### config.mk
export PLATFORM = sky130hd
export DESIGN_NAME = multicycle_ctrl
export DESIGN_NICKNAME = d
export VERILOG_FILES = /design/src/rtl/mips16_pkg.sv /design/src/rtl/alu_ctrl_dec.sv /design/src/rtl/multicycle_ctrl.sv
export SDC_FILE = /design/constraint.sdc
export NUM_CORES = 1
export LEC_CHECK = 0
export BUFFER_PORTS_ARGS = -buffer_cell sky130_fd_sc_hd__buf_4
export CAP_MARGIN = 40
export CORE_UTILIZATION = 40
export CTS_CLUSTER_SIZE = 20
export DETAILED_ROUTE_END_ITERATION = 8
export GPL_TIMING_DRIVEN = 0
export HOLD_SLACK_MARGIN = 0.1
export PLACE_DENSITY = 0.76
export SKIP_LAST_GASP = 1
export SLEW_MARGIN = 20
export SYNTH_ARGS = -nofsm -noshare
export SYNTH_HDL_FRONTEND = slang
export SYNTH_HIERARCHICAL = 1
export SYNTH_SLANG_ARGS = --single-unit
### constraint.sdc
create_clock -name clk -period 2.1 [get_ports clk]
set_input_delay 0.42 -clock clk [delete_from_list [all_inputs] [get_ports clk]]
set_output_delay 0.42 -clock clk [all_outputs]
set_load 0.1 [all_outputs]
### src/rtl/mips16_pkg.sv
// Shared constants for the mips16 multicycle controller: state encoding,
// opcodes, ALU/operand/PC-source codes and the internal control bundle.
package mips16_pkg;

    // Controller state encoding
    localparam logic [3:0] S_FETCH    = 4'd0;
    localparam logic [3:0] S_DECODE   = 4'd1;
    localparam logic [3:0] S_MEMADR   = 4'd2;
    localparam logic [3:0] S_MEMRD    = 4'd3;
    localparam logic [3:0] S_MEMWB    = 4'd4;
    localparam logic [3:0] S_MEMWR    = 4'd5;
    localparam logic [3:0] S_RTYPE_EX = 4'd6;
    localparam logic [3:0] S_RTYPE_WB = 4'd7;
    localparam logic [3:0] S_BEQ_EX   = 4'd8;
    localparam logic [3:0] S_IMM_EX   = 4'd9;
    localparam logic [3:0] S_IMM_WB   = 4'd10;
    localparam logic [3:0] S_JUMP_EX  = 4'd11;

    // Opcodes, instruction bits [15:12]
    localparam logic [3:0] OP_RTYPE = 4'b0000;
    localparam logic [3:0] OP_LW    = 4'b0001;
    localparam logic [3:0] OP_SW    = 4'b0010;
    localparam logic [3:0] OP_BEQ   = 4'b0011;
    localparam logic [3:0] OP_ADDI  = 4'b0100;
    localparam logic [3:0] OP_J     = 4'b0101;
    localparam logic [3:0] OP_SLTI  = 4'b0110;

    // ALU operation codes
    localparam logic [2:0] ALU_ADD = 3'b000;
    localparam logic [2:0] ALU_SUB = 3'b001;
    localparam logic [2:0] ALU_AND = 3'b010;
    localparam logic [2:0] ALU_OR  = 3'b011;
    localparam logic [2:0] ALU_SLT = 3'b100;

    // ALU-op class handed from the FSM to the ALU control decoder
    localparam logic [1:0] AOP_ADD   = 2'b00;
    localparam logic [1:0] AOP_SUB   = 2'b01;
    localparam logic [1:0] AOP_FUNCT = 2'b10;
    localparam logic [1:0] AOP_SLT   = 2'b11;

    // ALU B-operand select
    localparam logic [1:0] SRCB_REG    = 2'b00;
    localparam logic [1:0] SRCB_TWO    = 2'b01;
    localparam logic [1:0] SRCB_IMM    = 2'b10;
    localparam logic [1:0] SRCB_IMM_SH = 2'b11;

    // PC source select
    localparam logic [1:0] PC_ALU    = 2'b00;
    localparam logic [1:0] PC_ALUOUT = 2'b01;
    localparam logic [1:0] PC_JUMP   = 2'b10;

    // Control bundle decoded from the state; all-zero is the idle/reset value
    typedef struct packed {
        logic       pc_en;
        logic       i_or_d;
        logic       mem_write;
        logic       ir_write;
        logic       reg_write;
        logic       reg_dst;
        logic       mem_to_reg;
        logic       alu_src_a;
        logic       illegal;
        logic [1:0] alu_src_b;
        logic [1:0] pc_src;
        logic [1:0] alu_op;
    } ctrl_t;

    // Opcodes 0111..1111 are undefined
    function automatic logic is_legal_op(input logic [3:0] op);
        return op <= OP_SLTI;
    endfunction

endpackage

### src/rtl/alu_ctrl_dec.sv
// Combinational ALU control decoder: ALU-op class plus funct -> alu_control.
module alu_ctrl_dec
    import mips16_pkg::*;
(
    input  logic [1:0] alu_op,
    input  logic [2:0] funct,
    output logic [2:0] alu_control
);

    // Map op class to ALU code; unused R-type funct values fall back to add
    always_comb begin
        alu_control = ALU_ADD;
        case (alu_op)
            AOP_ADD:   alu_control = ALU_ADD;
            AOP_SUB:   alu_control = ALU_SUB;
            AOP_SLT:   alu_control = ALU_SLT;
            AOP_FUNCT: alu_control = (funct > ALU_SLT) ? ALU_ADD : funct;
            default:   alu_control = ALU_ADD;
        endcase
    end

endmodule

### src/rtl/multicycle_ctrl.sv
// Multicycle mips16 control unit: Moore FSM with a single state register;
// outputs decoded from state only, except pc_en in BEQ_EX which follows zero.
module multicycle_ctrl
    import mips16_pkg::*;
(
    input  logic       clk,
    input  logic       reset,
    input  logic [3:0] opcode,
    input  logic [2:0] funct,
    input  logic       zero,
    output logic [2:0] alu_control,
    output logic       pc_en,
    output logic       i_or_d,
    output logic       mem_write,
    output logic       ir_write,
    output logic       reg_write,
    output logic       reg_dst,
    output logic       mem_to_reg,
    output logic       alu_src_a,
    output logic       illegal,
    output logic [1:0] alu_src_b,
    output logic [1:0] pc_src
);

    logic [3:0] state;
    logic [3:0] state_next;
    ctrl_t      ctrl;
    ctrl_t      ctrl_q;

    // State register with synchronous reset to FETCH
    always_ff @(posedge clk) begin
        if (reset) state <= S_FETCH;
        else       state <= state_next;
    end

    // Next-state selection
    always_comb begin
        state_next = S_FETCH;
        case (state)
            S_FETCH:  state_next = S_DECODE;
            S_DECODE: begin
                case (opcode)
                    OP_LW, OP_SW:     state_next = S_MEMADR;
                    OP_RTYPE:         state_next = S_RTYPE_EX;
                    OP_BEQ:           state_next = S_BEQ_EX;
                    OP_ADDI, OP_SLTI: state_next = S_IMM_EX;
                    OP_J:             state_next = S_JUMP_EX;
                    default:          state_next = S_FETCH;
                endcase
            end
            S_MEMADR:   state_next = (opcode == OP_LW) ? S_MEMRD : S_MEMWR;
            S_MEMRD:    state_next = S_MEMWB;
            S_RTYPE_EX: state_next = S_RTYPE_WB;
            S_IMM_EX:   state_next = S_IMM_WB;
            default:    state_next = S_FETCH;
        endcase
    end

    // Per-state control decode; everything not set stays deasserted
    always_comb begin
        ctrl = '0;
        case (state)
            S_FETCH: begin
                ctrl.ir_write  = 1'b1;
                ctrl.pc_en     = 1'b1;
                ctrl.alu_src_b = SRCB_TWO;
                ctrl.pc_src    = PC_ALU;
            end
            S_DECODE: begin
                ctrl.alu_src_b = SRCB_IMM_SH;
                ctrl.illegal   = ~is_legal_op(opcode);
            end
            S_MEMADR: begin
                ctrl.alu_src_a = 1'b1;
                ctrl.alu_src_b = SRCB_IMM;
            end
            S_MEMRD: ctrl.i_or_d = 1'b1;
            S_MEMWB: begin
                ctrl.reg_write  = 1'b1;
                ctrl.mem_to_reg = 1'b1;
            end
            S_MEMWR: begin
                ctrl.i_or_d    = 1'b1;
                ctrl.mem_write = 1'b1;
            end
            S_RTYPE_EX: begin
                ctrl.alu_src_a = 1'b1;
                ctrl.alu_src_b = SRCB_REG;
                ctrl.alu_op    = AOP_FUNCT;
            end
            S_RTYPE_WB: begin
                ctrl.reg_write = 1'b1;
                ctrl.reg_dst   = 1'b1;
            end
            S_BEQ_EX: begin
                ctrl.alu_src_a = 1'b1;
                ctrl.alu_src_b = SRCB_REG;
                ctrl.alu_op    = AOP_SUB;
                ctrl.pc_src    = PC_ALUOUT;
                ctrl.pc_en     = zero;
            end
            S_IMM_EX: begin
                ctrl.alu_src_a = 1'b1;
                ctrl.alu_src_b = SRCB_IMM;
                ctrl.alu_op    = (opcode == OP_SLTI) ? AOP_SLT : AOP_ADD;
            end
            S_IMM_WB:  ctrl.reg_write = 1'b1;
            S_JUMP_EX: begin
                ctrl.pc_src = PC_JUMP;
                ctrl.pc_en  = 1'b1;
            end
            default: ctrl = '0;
        endcase
    end

    // Reset masks the whole bundle; alu_op of zero also yields alu_control 000
    always_comb begin
        ctrl_q = reset ? '0 : ctrl;
    end

    alu_ctrl_dec u_alu_ctrl_dec (
        .alu_op      (ctrl_q.alu_op),
        .funct       (funct),
        .alu_control (alu_control)
    );

    assign pc_en      = ctrl_q.pc_en;
    assign i_or_d     = ctrl_q.i_or_d;
    assign mem_write  = ctrl_q.mem_write;
    assign ir_write   = ctrl_q.ir_write;
    assign reg_write  = ctrl_q.reg_write;
    assign reg_dst    = ctrl_q.reg_dst;
    assign mem_to_reg = ctrl_q.mem_to_reg;
    assign alu_src_a  = ctrl_q.alu_src_a;
    assign illegal    = ctrl_q.illegal;
    assign alu_src_b  = ctrl_q.alu_src_b;
    assign pc_src     = ctrl_q.pc_src;

endmodule

==> reports/qor.txt <==
Worst Max-Slew Pin Slew: 0.4651 ns
First-pass GRT wire length: 3.146 mm
CTS Buffer Depth: 2
EDFF count, synth: 0
Syn Area/Cell: 7.832 um2
Final setup fails: 4
Largest regs: state x4
Crit path kind: reg2out
PwrDens: 405.5 nW/um2
Total gr overflow: 0
Die H: 41.83 um
Synthesized Nets: 91
WL per Instance: 15.90 um
Most flops, register: state
Synth top area cells: dfxtp_1, buf_4, nor4b_1
Max_cap viols: 0
Seq cells post-synth: 4
Initial antenna violation count: 0
Sequential fraction of the synthesis area: 0.1262
Worst-Skew Late Latency: 0.23 ns
Pin count of the biggest net entering global routing: 11
CP endpoint kind: primary output
Filler Cells Inserted: 109
Row count: 14
Ys async rst share: 0
Vias in the first global route: 693
Max IR drop VDD: 0.0003161 V
GPL Wtd Cong: 0.8553
Slew Viols, Final: 0
Hold Crit Class: in2reg
DR WL met3: 54 um
Max Clock Skew: 0.002219 ns
F_max: 456.8 MHz
N_diodes: 0
DR top layer: met3
Final hold vios: 0
TritonCTS clock tree: built
Clock slew at reported path FFs: 0.04 ns
Main flop type after synthesis: dfxtp_1
DR DRC count: 0
Leakage: 0.4611 nW
GRT Total Usage: 0.2333
DPL Wire Length: 1.321 mm
Sequential share of power: 0.186
Die area: 1749 um2
Worst path required time: 1.68 ns
Core area: 1489 um2
DR WL met2: 1.189 mm
Met1 Wirelength: 871 um
Via/cell ratio: 5.865
Failing checks: setup timing
Final worst slack: -0.08907 ns
Number of CTS-inserted buffers: 3
Clock share of power: 0.192
RSZ-0062 raised after global routing: true
Synthesized instance count: 81
Most instantiated library cell after synthesis: nor2_1
# IOs: 26
Share of cells above drive strength 1: 0.6752
Synth cell types: 41
Antenna viol nets, final: 0
Net Sw Power: 0.2270 mW
Commonest cells post-synth: nor2_1, buf_4, nand2b_1
CP startpoint kind: register
Max reg flops: 4
Chip width: 41.83 um
P_int: 0.2540 mW
Initial DRC Count: 11
Starting density of the core: 0.4261
Rel. slew slack: 0.6856
Layout area overhead: 86.98%
Switch share: 0.4720
Hold_ws: 0.5180 ns
DR pass1 iterations: 4
I/O Buffers: 25
Worst Path Arrival: 1.77 ns
CTS Root Cell: clkbuf_4
Ys Warns: 6
DR vias: 780
Gate power share: 0.621
Status: finished with violations
H-Tree Depth: 1
Placed insts: 122
Layout Nets: 129
CP Max Fanout: 10
Post-Syn Area: 634.4 um2
Routed wire length: 2.115 mm
Cell Count, Final, Fillers Out: 133
Leading area contributor after synthesis: dfxtp_1
Post-synth top area share: 0.1262
Period minus WS final: 2.189 ns
Clk sinks: 4
Tcrit/Tclk final: 1.042
cell type report:
cell class | count | area (um2) | share of cell area
buffer | 9 | 86.33 | 0.07278
clock buffer | 3 | 22.52 | 0.01899
inverter | 4 | 15.01 | 0.01266
multi-input combinational | 64 | 641.9 | 0.5411
sequential | 4 | 92.59 | 0.07806
tap | 16 | 20.02 | 0.01688
timing repair buffer | 33 | 307.8 | 0.2595
stage by stage:
| step | setup WS (ns) | util | instance area [um2] | setup TNS, ns | power, mW |
|---|---|---|---|---|---|
| after CTS | -0.07424 | 0.7597 | 1131 | -0.1928 | 0.4655 |
| final | -0.08907 | 0.7966 | 1186 | -0.2473 | 0.4810 |
| after floorplan | -0.3981 | - | 737.0 | -1.413 | 0.2939 |
| after global placement | -0.2111 | 0.6345 | 944.7 | -0.4532 | 0.3500 |
| after detailed placement | -0.2669 | 0.6345 | 944.7 | -0.6243 | 0.3528 |
| after global routing | -0.1654 | 0.7966 | 1186 | -0.5390 | 0.4990 |
path summary, 6_finish.rpt:
kind / startpoint / endpoint / slack (ns) / cells past startpoint
setup / recovery: state[0] / alu_control[0] / -0.09 / 6
setup reg to reg: state[1] / state[1] / 0.71 / 3
hold / removal: opcode[2] / state[0] / 0.52 / 3
hold reg to reg: state[3] / state[2] / 0.67 / 3
logic make-up (layout without fill, tap and decap cells):
| logic type | Yosys count | in the layout | share of synthesized area |
|---|---|---|---|
| XOR/XNOR | 1 | 1 | 0.01381 |
| buffers and inverters | 13 | 49 | 0.1598 |
| AO/OA/AOI/OAI | 21 | 21 | 0.2643 |
| flip-flops | 4 | 4 | 0.1262 |
| AND/OR/NAND/NOR | 42 | 42 | 0.4359 |
layer usage:
| metal | global-route usage | vias up |
|---|---|---|
| met4 | 0.09677 | 0 |
| li1 | - | 381 |
| met5 | 0 | - |
| met3 | 0.03043 | 0 |
| met2 | 0.3875 | 27 |
| met1 | 0.3019 | 372 |
placed cells by master (no fill, tap or decap), drive strengths merged, types with 2 or more instances in the layout:
cell type | synthesis | routed
clkbuf | 0 | 3
nand2b | 5 | 5
nor2 | 8 | 8
dfxtp | 4 | 4
a211oi | 3 | 3
o31ai | 2 | 2
a21oi | 2 | 2
nand3 | 4 | 4
nor3b | 2 | 2
and4bb | 2 | 2
nand4 | 2 | 2
o21ai | 3 | 3
inv | 4 | 4
buf | 9 | 42
a221oi | 4 | 4
nor4b | 4 | 4
nand2 | 4 | 4
nor3 | 3 | 3
power by group through the flow:
stage | clock, mW | combinational (mW) | sequential, mW
after floorplan | 0 | 0.205 | 0.0886
after global placement | 0 | 0.260 | 0.0902
after detailed placement | 0 | 0.262 | 0.0906
after CTS | 0.0973 | 0.279 | 0.0890
after global routing | 0.0966 | 0.312 | 0.0901
final | 0.0926 | 0.299 | 0.0896
critical path, stage by stage, from the launching register on:
cell,delay (ns)
dfxtp_4,0.35
buf_6,0.14
or3_4,0.42
o21ai_4,0.19
nand4bb_4,0.19
o21ai_4,0.07
buf_12,0.16
timing repair:
| item | 4_1_cts | 5_1_grt |
|---|---|---|
| hold buffers | 0 | 0 |
| setup buffers | 7 | 1 |
| hold endpoints to repair | 0 | 0 |
| resized for setup | 26 | 11 |
| endpoints found under the setup margin | 4 | 8 |
| pin swaps | 6 | 2 |
Note: power is estimated with default switching activity, not from simulation.
